`config.mk`:
```
export PLATFORM = sky130hd
export DESIGN_NAME = logic_unit_pipe
export DESIGN_NICKNAME = d
export VERILOG_FILES = /design/src/rtl/logic_unit_pkg.sv /design/src/rtl/logic_unit_pipe_slot.sv /design/src/rtl/logic_unit_pipe.sv
export SDC_FILE = /design/constraint.sdc
export NUM_CORES = 1
export LEC_CHECK = 0
export CAP_MARGIN = 40
export CORE_MARGIN = 1.5
export CORE_UTILIZATION = 28
export DETAILED_ROUTE_END_ITERATION = 12
export GPL_TIMING_DRIVEN = 0
export PLACE_DENSITY = 0.46
export REMOVE_ABC_BUFFERS = 1
export SLEW_MARGIN = 20
export SYNTH_ARGS = -nofsm -noshare
export SYNTH_HDL_FRONTEND = slang
export SYNTH_SLANG_ARGS = --single-unit
```
`constraint.sdc`:
```
create_clock -name clk -period 3.7 [get_ports clk]
set_input_delay 0.37 -clock clk [delete_from_list [all_inputs] [get_ports clk]]
set_output_delay 0.37 -clock clk [all_outputs]
set_load 0.02 [all_outputs]
```
`src/rtl/logic_unit_pkg.sv`:
```
// Shared definitions for the pipelined bitwise logic unit.
//   - OP_* : 3-bit operation codes (all eight codes are defined)
//   - logic_eval(op, a, b) : bitwise result on a 64-bit container; callers
//     zero-extend narrower operands and keep the low bits of the result.
package logic_unit_pkg;

   // Widest operand the unit supports; logic_eval works at this width.
   localparam int LU_MAX_W = 64;

   localparam logic [2:0] OP_NOT  = 3'd0;
   localparam logic [2:0] OP_AND  = 3'd1;
   localparam logic [2:0] OP_OR   = 3'd2;
   localparam logic [2:0] OP_XOR  = 3'd3;
   localparam logic [2:0] OP_NAND = 3'd4;
   localparam logic [2:0] OP_NOR  = 3'd5;
   localparam logic [2:0] OP_XNOR = 3'd6;
   localparam logic [2:0] OP_PASS = 3'd7;

   // Bitwise operations never move information between bit positions, so
   // evaluating at 64 bits and truncating is exact for any narrower width.
   function automatic logic [LU_MAX_W-1:0] logic_eval(
      input logic [2:0]          op,
      input logic [LU_MAX_W-1:0] a,
      input logic [LU_MAX_W-1:0] b
   );
      logic [LU_MAX_W-1:0] r;
      case (op)
         OP_NOT:  r = ~a;
         OP_AND:  r = a & b;
         OP_OR:   r = a | b;
         OP_XOR:  r = a ^ b;
         OP_NAND: r = ~(a & b);
         OP_NOR:  r = ~(a | b);
         OP_XNOR: r = ~(a ^ b);
         OP_PASS: r = a;
         default: r = a;
      endcase
      return r;
   endfunction

endpackage

```
`src/rtl/logic_unit_pipe_slot.sv`:
```
// pipe_slot: one valid/data register slot of the logic unit pipeline.
//   clk     : rising-edge clock
//   clr_n   : asynchronous active-low clear (valid and data to 0)
//   load_i  : capture data_i and mark the slot valid
//   drop_i  : slot contents consumed downstream; clears valid unless reloaded
//   data_i  : W-bit payload
//   valid_o : slot holds a live payload
//   data_o  : registered payload (may be stale while valid_o is low)
module pipe_slot #(
   parameter int W = 8
) (
   input  logic         clk,
   input  logic         clr_n,
   input  logic         load_i,
   input  logic         drop_i,
   input  logic [W-1:0] data_i,
   output logic         valid_o,
   output logic [W-1:0] data_o
);

   logic         valid_q;
   logic         valid_d;
   logic [W-1:0] data_q;
   logic [W-1:0] data_d;

   // Next-state: a load wins over a drop so a simultaneous hand-off and refill keeps the slot full.
   always_comb begin
      valid_d = valid_q;
      data_d  = data_q;
      if (load_i) begin
         valid_d = 1'b1;
         data_d  = data_i;
      end else if (drop_i) begin
         valid_d = 1'b0;
      end else begin
         valid_d = valid_q;
      end
   end

   // Slot registers with asynchronous clear.
   always_ff @(posedge clk or negedge clr_n) begin
      if (!clr_n) begin
         valid_q <= 1'b0;
         data_q  <= {W{1'b0}};
      end else begin
         valid_q <= valid_d;
         data_q  <= data_d;
      end
   end

   assign valid_o = valid_q;
   assign data_o  = data_q;

endmodule

```
`src/rtl/logic_unit_pipe.sv`:
```
// logic_unit_pipe: two-stage pipelined bitwise logic unit with valid/ready
// handshakes on both sides. S1 registers {op, Ra, Rb}; S2 registers
// {neg, zero, Rz} computed from S1. Outputs come straight from S2.
//   clk, clr_n          : clock, asynchronous active-low reset
//   in_valid / in_ready : input handshake (in_ready is combinational)
//   op, Ra, Rb          : operation select and operands
//   out_valid/out_ready : output handshake
//   Rz, zero, neg       : registered result and flags
module logic_unit_pipe #(
   parameter int WIDTH = 32
) (
   input  logic             clk,
   input  logic             clr_n,
   input  logic             in_valid,
   output logic             in_ready,
   input  logic [2:0]       op,
   input  logic [WIDTH-1:0] Ra,
   input  logic [WIDTH-1:0] Rb,
   output logic             out_valid,
   input  logic             out_ready,
   output logic [WIDTH-1:0] Rz,
   output logic             zero,
   output logic             neg
);
   import logic_unit_pkg::*;

   localparam int S1_W = 2*WIDTH + 3;
   localparam int S2_W = WIDTH + 2;

   logic                s1_valid_s;
   logic [S1_W-1:0]     s1_data_s;
   logic                s2_valid_s;
   logic [S2_W-1:0]     s2_data_s;
   logic                s1_load_s;
   logic                s2_load_s;
   logic                s2_drop_s;
   logic                in_ready_s;
   logic [2:0]          s1_op_s;
   logic [WIDTH-1:0]    s1_a_s;
   logic [WIDTH-1:0]    s1_b_s;
   logic [LU_MAX_W-1:0] eval_s;
   logic [WIDTH-1:0]    result_s;
   logic                zero_s;
   logic                neg_s;

   // Handshake control: S2 refills when it is empty or being drained; S1 can
   // accept whenever it is empty or handing its contents to S2 this cycle.
   always_comb begin
      s2_load_s  = s1_valid_s & (~s2_valid_s | out_ready);
      s2_drop_s  = s2_valid_s & out_ready;
      in_ready_s = ~s1_valid_s | s2_load_s;
      s1_load_s  = in_valid & in_ready_s;
   end

   pipe_slot #(.W(S1_W)) u_s1 (
      .clk     (clk),
      .clr_n   (clr_n),
      .load_i  (s1_load_s),
      .drop_i  (s2_load_s),
      .data_i  ({op, Ra, Rb}),
      .valid_o (s1_valid_s),
      .data_o  (s1_data_s)
   );

   assign s1_op_s = s1_data_s[S1_W-1 -: 3];
   assign s1_a_s  = s1_data_s[2*WIDTH-1 -: WIDTH];
   assign s1_b_s  = s1_data_s[WIDTH-1:0];

   // Result and flags from the S1 registers.
   always_comb begin
      eval_s   = logic_eval(s1_op_s, LU_MAX_W'(s1_a_s), LU_MAX_W'(s1_b_s));
      result_s = eval_s[WIDTH-1:0];
      zero_s   = (result_s == {WIDTH{1'b0}});
      neg_s    = result_s[WIDTH-1];
   end

   // Upper evaluation bits are zero-extension artefacts and carry no result.
   if (WIDTH < LU_MAX_W) begin : g_trunc
      logic unused_hi_s;
      assign unused_hi_s = ^eval_s[LU_MAX_W-1:WIDTH];
   end

   pipe_slot #(.W(S2_W)) u_s2 (
      .clk     (clk),
      .clr_n   (clr_n),
      .load_i  (s2_load_s),
      .drop_i  (s2_drop_s),
      .data_i  ({neg_s, zero_s, result_s}),
      .valid_o (s2_valid_s),
      .data_o  (s2_data_s)
   );

   assign in_ready  = in_ready_s;
   assign out_valid = s2_valid_s;
   assign Rz        = s2_data_s[WIDTH-1:0];
   assign zero      = s2_data_s[WIDTH];
   assign neg       = s2_data_s[WIDTH+1];

endmodule

```
* Yosys cells after proc, flatten, opt, wreduce, memory -nomap -nowiden
Index checks and enable logic that the tools add are counted.
W data, S select, Z words.
** Word-level totals
- Word-level logic and storage cells :: 34
- Memory bits (read-only) :: 0
- Memories :: 0
- Bits in registers :: 103
- Bits in latches :: 0
- Output and inout bits :: 36
- RAM bits :: 0
- Input port bits :: 71
** Operators by class
- Multiply operators :: 0
- Reductions and logical operators :: 4
- Magnitude comparators :: 0
- Shift-type cells :: 0
- Bitwise gates (word level) :: 14
- Equality and inequality tests :: 7
- Multiplexer cells :: 5
- Divide/modulo/power cells :: 0
- Add/sub/neg operators :: 0
** Operators by type and width (number)
- $pmux W32 S8 :: 1
- $not A32 Y32 :: 4
- $and A32 B32 Y32 :: 1
- $logic_not A32 Y1 :: 1
- $or A32 B32 Y32 :: 1
- $xor A32 B32 Y32 :: 1
- $eq A3 B3 Y1 const B :: 4
- $eq A3 B2 Y1 const B :: 2
- $mux W1 :: 4
- $reduce_bool A2 Y1 :: 2
- $and A1 B1 Y1 :: 3
- $eq A3 B1 Y1 const B :: 1
- $logic_not A3 Y1 :: 1
- $not A1 Y1 :: 2
- $or A1 B1 Y1 :: 2

* Depth between registers and ports, before layout
- Depth in word-level cells :: 6
- Gate-level depth with buffers :: 11
- Mapped depth without buffers :: 9

* Cells and area by module
A second synthesis with hierarchy kept.
** Second synthesis, totals
- Cell total of the unflattened synthesis :: 738
- Area total of the unflattened synthesis :: 7478.4 um^2
** Modules (own cells, without submodules)
- logic_unit_pipe :: instances 1, area an instance 3424.5 um^2, sequential area each 0.0 um^2, cells an instance 518
- pipe_slot (u_s1) :: instances 1, area an instance 2603.7 um^2, sequential area each 1701.6 um^2, cells an instance 145
- pipe_slot (u_s2) :: instances 1, area an instance 1450.1 um^2, sequential area each 875.8 um^2, cells an instance 75

* Worst setup path after synthesis
No wires, ideal clock.
- Kind :: reg2reg
- From :: register u_s2.valid_q, in the netlist u_s2.valid_o
- To :: register u_s1.data_q[10], in the netlist u_s1.data_o[10]
- Cell stages (with the launch flop) :: 6
- Data required time :: 3.575 ns
- Setup time :: 0.125 ns
- Period minus slack after synthesis :: 2.090 ns
- Arrival :: 1.965 ns
- Buffers on the path :: 2
- Setup slack :: 1.610 ns
- Path through :: dfrtp_1 -> nand3b_1 -> nand2_1 -> clkbuf_1 -> clkbuf_1 -> mux2_2
** On the way
- Longest elaborated chain between the ends :: 5
** RTL lines
- start: declaration :: line logic_unit_pipe_slot.sv:21 : logic valid_q;
- start signal: assignment :: line logic_unit_pipe_slot.sv:46 : valid_q <= valid_d;
- $not A1 Y1 :: line logic_unit_pipe.sv:49 : s2_load_s = s1_valid_s & (~s2_valid_s | out_ready);
- $or A1 B1 Y1 :: line logic_unit_pipe.sv:49
- $and A1 B1 Y1 :: line logic_unit_pipe.sv:49
- $or A1 B1 Y1 :: line logic_unit_pipe.sv:51 : in_ready_s = ~s1_valid_s | s2_load_s;
- net in_ready :: line logic_unit_pipe.sv:15 : output logic in_ready,
- $and A1 B1 Y1 :: line logic_unit_pipe.sv:52 : s1_load_s = in_valid & in_ready_s;
- end signal: assignment :: line logic_unit_pipe_slot.sv:44 : data_q <= {W{1'b0}};
- end signal: assignment :: line logic_unit_pipe_slot.sv:47 : data_q <= data_d;
- end: declaration :: line logic_unit_pipe_slot.sv:23 : logic [W-1:0] data_q;
The timed path passes the listed nets, and every way through them passes these cells.
A chain may end at the register's enable or synchronous reset.

* Final worst setup path
- From :: register u_s1.data_q[64], in the netlist u_s1.data_o[64]
- To :: register u_s2.data_q[32], in the netlist u_s2.data_o[32]
** On the way
- Longest elaborated chain between the ends :: 3
- Elaborated cells between the ends (all ways) :: 10
- Those cells by class :: eq/ne (7); mux (1); reduce/logical (2)
** RTL lines
- $eq A3 B3 Y1, or another cell as far along :: line logic_unit_pkg.sv:27 : case (op)
- $pmux W32 S8 * :: line logic_unit_pkg.sv:27
- $logic_not A32 Y1 * :: line logic_unit_pipe.sv:73 : zero_s = (result_s == {WIDTH{1'b0}});
- end signal: assignment :: line logic_unit_pipe_slot.sv:44
- end signal: assignment :: line logic_unit_pipe_slot.sv:47
- end: declaration :: line logic_unit_pipe_slot.sv:23
Mark *: on every way between the ends. The rest lies on a longest branch, timed or not.

==> run metrics <==
sw frac=roughly 36%; asr flop ratio synth=100%; leakage power=around 3.8 nW; unrepaired setup endpoints after global routing=no; syn_area_per_cell=9.80 µm²; Root Buffer=clkbuf_16; htree depth=3; Syn Std Cell Area=7160 µm²; remaining antenna violation count=0; CP cell instances=buf_12 -> inv_4 -> mux2i_1 -> a22oi_1 -> a221oi_1 -> nor4b_1 -> nand4_1 -> o31ai_1; ANT cells=0; total congestion overflow=0; clock latency at the later pin of the worst-skew pair=0.35 ns; largest cells by area after synthesis=dfrtp_1 (36%), mux2_2 (13%), ha_1 (11%); largest net degree at the start of global routing=between 80 and 90; CP required=slightly below 4 ns; CTS sink cnt=102; Seq/Total Area, Yosys=35.6%; Fillers=approximately 2,600; Avg WL per Cell=around 17 µm; internal power=0.00293 W; Synth cell types=between 50 and 60; Pre-Repair DR Iteration Count=4; Crit Path Category=register to register; synth cell count leaders=dfrtp_1 (102), mux2_2 (84), inv_1 (79), ha_1 (64), nand2_1 (63); Clock Skews=~0.0089 ns; CP max FO=46; Inserted Clock Buffers=9; total track usage=between 10% and 20%; TritonCTS clock tree=done; core area=25,100 µm²; FF+latch count, synth=102; clock buffer depth=2; via/cell ratio=4.90; slowest CP cell=dfrtp_4; Synthesis Warnings=0; final worst path period need=3.47 ns; max_cap viols=0; via count=5,591; FF+latch area=2560 µm²; Tcrit/Tclk final=93.9%; cell taking the most area after synthesis=dfrtp_1; Min Hold Slack=0.484 ns; final WL=18,900 µm; Multi-input gate area=4050 µm²; Post-synth EDFFs=0; slew margin rel.=a little under half; CP Capture Type=register; num rows=58; die width=163 µm; Hold Path Class=register to register; first-pass GRT wire length=30,400 µm; Final Hold Fails=0; Comb power frac=41.3%; Setup crit start kind=register; Place WS=-0.133 ns; HPWL after DPL=about 12,000 µm; final-report setup violation count=0; # nets final=940; worst vdd ir=0.000250 V; First DRT Iteration DRCs=~250; worst slew pin tran=0.797 ns; num ports=107; P_sw=0.00168 W; Pwr per Cell Area=a little over 500 nW/µm²; layout cells sized above 1=16.0%; max incr delay on CP=slightly below 0.7 ns; Syn Inst Count=731; Post-synth top flop=dfrtp_1; post-route DRC violation count=0; vias in the first global route=approximately 5,500; Layout Utilization=35.3%; fin worst setup slack=0.226 ns; Arrival @ worst endpoint=3.73 ns; clock-pin transition on the worst setup and hold timing paths=0.07 ns; area grow syn2layout=23.9%; non-filler cells in the finished layout=1,140; Die Y-Extent=around 160 µm; status=complete, no violations; top cell type's share of synthesized area=35.6%; clock share of power=roughly 23%; Final Max Tran Viols=0; input/output buffers=between 100 and 150; antenna violations before repair=0; placed instance count=1,121; sequential share of power=between 30% and 40%; Routability Congestion=0.742; most common cell in the netlist=dfrtp_1; Die ar.=26,600 µm²; fmax=0.288 GHz; Starting Density=28.5%
==> metrics by stage <==
stage | instance area, µm² | setup TNS, ns | power, W
floorplan | 6900 | -1.10 | 0.00280
global placement | 8370 | -285.56 | 0.00356
detailed placement | 8510 | -0.133 | 0.00357
CTS | 8840 | 0 | 0.00468
global route | 8870 | 0 | 0.00497
finish | 8870 | 0 | 0.00461
==> final timing paths <==
path / startpoint / to / slack (ns) / cells after the start
worst max-delay path: u_s1.data_o[64]$_DFFE_PN0P_ / u_s2.data_o[32]$_DFFE_PN0P_ / 0.23 / 8
worst min-delay path: u_s2.data_o[25]$_DFFE_PN0P_ / u_s2.data_o[25]$_DFFE_PN0P_ / 0.48 / 2
worst max register to register: u_s1.data_o[64]$_DFFE_PN0P_ / u_s2.data_o[32]$_DFFE_PN0P_ / 0.23 / 8
worst min register to register: u_s2.data_o[25]$_DFFE_PN0P_ / u_s2.data_o[25]$_DFFE_PN0P_ / 0.48 / 2
max in group asynchronous: clr_n / u_s1.data_o[64]$_DFFE_PN0P_ / 2.49 / 3
min in group asynchronous: clr_n / u_s1.data_o[44]$_DFFE_PN0P_ / 0.55 / 2
==> registers in the layout, summed over array words and instances (netlist names) <==
signal	cells
u_s2.data_o	33
u_s1.valid_o	1
u_s2.valid_o	1
u_s1.data_o	67
==> cells by family after synthesis <==
group	count (synthesis)	share of synthesized area [%]
and+or+nand+nor	148	10.0
adders and majority gates	64	11.2
muxes	108	18.5
DFF	102	35.6
buffers and inverters	133	8.03
AOI/OAI and AO/OA	176	16.6
==> metal layers <==
layer / GRT usage [%] / part of all wire, %
met3: 2.55 / 3.5
met4: 3.25 / 0.95
met2: 23.9 / 46
met5: 0 / 0
met1: 20.4 / 50
==> cell type report <==
type,instances,share of cell area (%)
timing repair buffer,114,13.8
inverter,82,3.50
clock buffer,13,2.82
multi-input combinational,496,45.6
clock inverter,3,0.762
tap,330,4.65
sequential,102,28.9
==> layout by cell type, fill, tap and decap left out, types with 9 or more instances in the layout <==
cell,n
nand2_1,61
nor3_1,9
a21oi_1,28
nor2_1,23
nor2b_1,21
inv_1,79
ha_1,64
mux2i_1,13
clkbuf_16,9
o21ai_0,48
mux2_2,84
dfrtp_1,99
mux4_2,11
o211ai_1,17
clkdlybuf4s50_1,105
a211oi_1,9
==> timing repair <==
item	4_1_cts	5_1_grt
setup endpoints to repair	1	1
pin swaps	0	0
hold buffers	1	0
resized for setup	1	0
hold endpoints to repair	30	0
setup buffers	0	1
==> worst max-delay path: cells and delay by family (launching register included) <==
family | cells | cell delay, ns
muxes | 1 | 0.23
and+or+nand+nor | 2 | 0.78
AOI/OAI and AO/OA | 3 | 0.99
buffers and inverters | 2 | 0.63
DFF | 1 | 0.69
==> power groups by stage <==
| stage | clock, W | sequential (W) | combinational (W) |
|---|---|---|---|
| 6_report | 0.00105 | 0.00165 | 0.00190 |
| 5_1_grt | 0.00115 | 0.00169 | 0.00212 |
| 4_1_cts | 0.00111 | 0.00167 | 0.00190 |
| 3_5_place_dp | 0 | 0.00169 | 0.00189 |
| 3_3_place_gp | 0 | 0.00173 | 0.00183 |
| 2_1_floorplan | 0 | 0.00179 | 0.00101 |
Note: power is estimated with default switching activity, not from simulation.
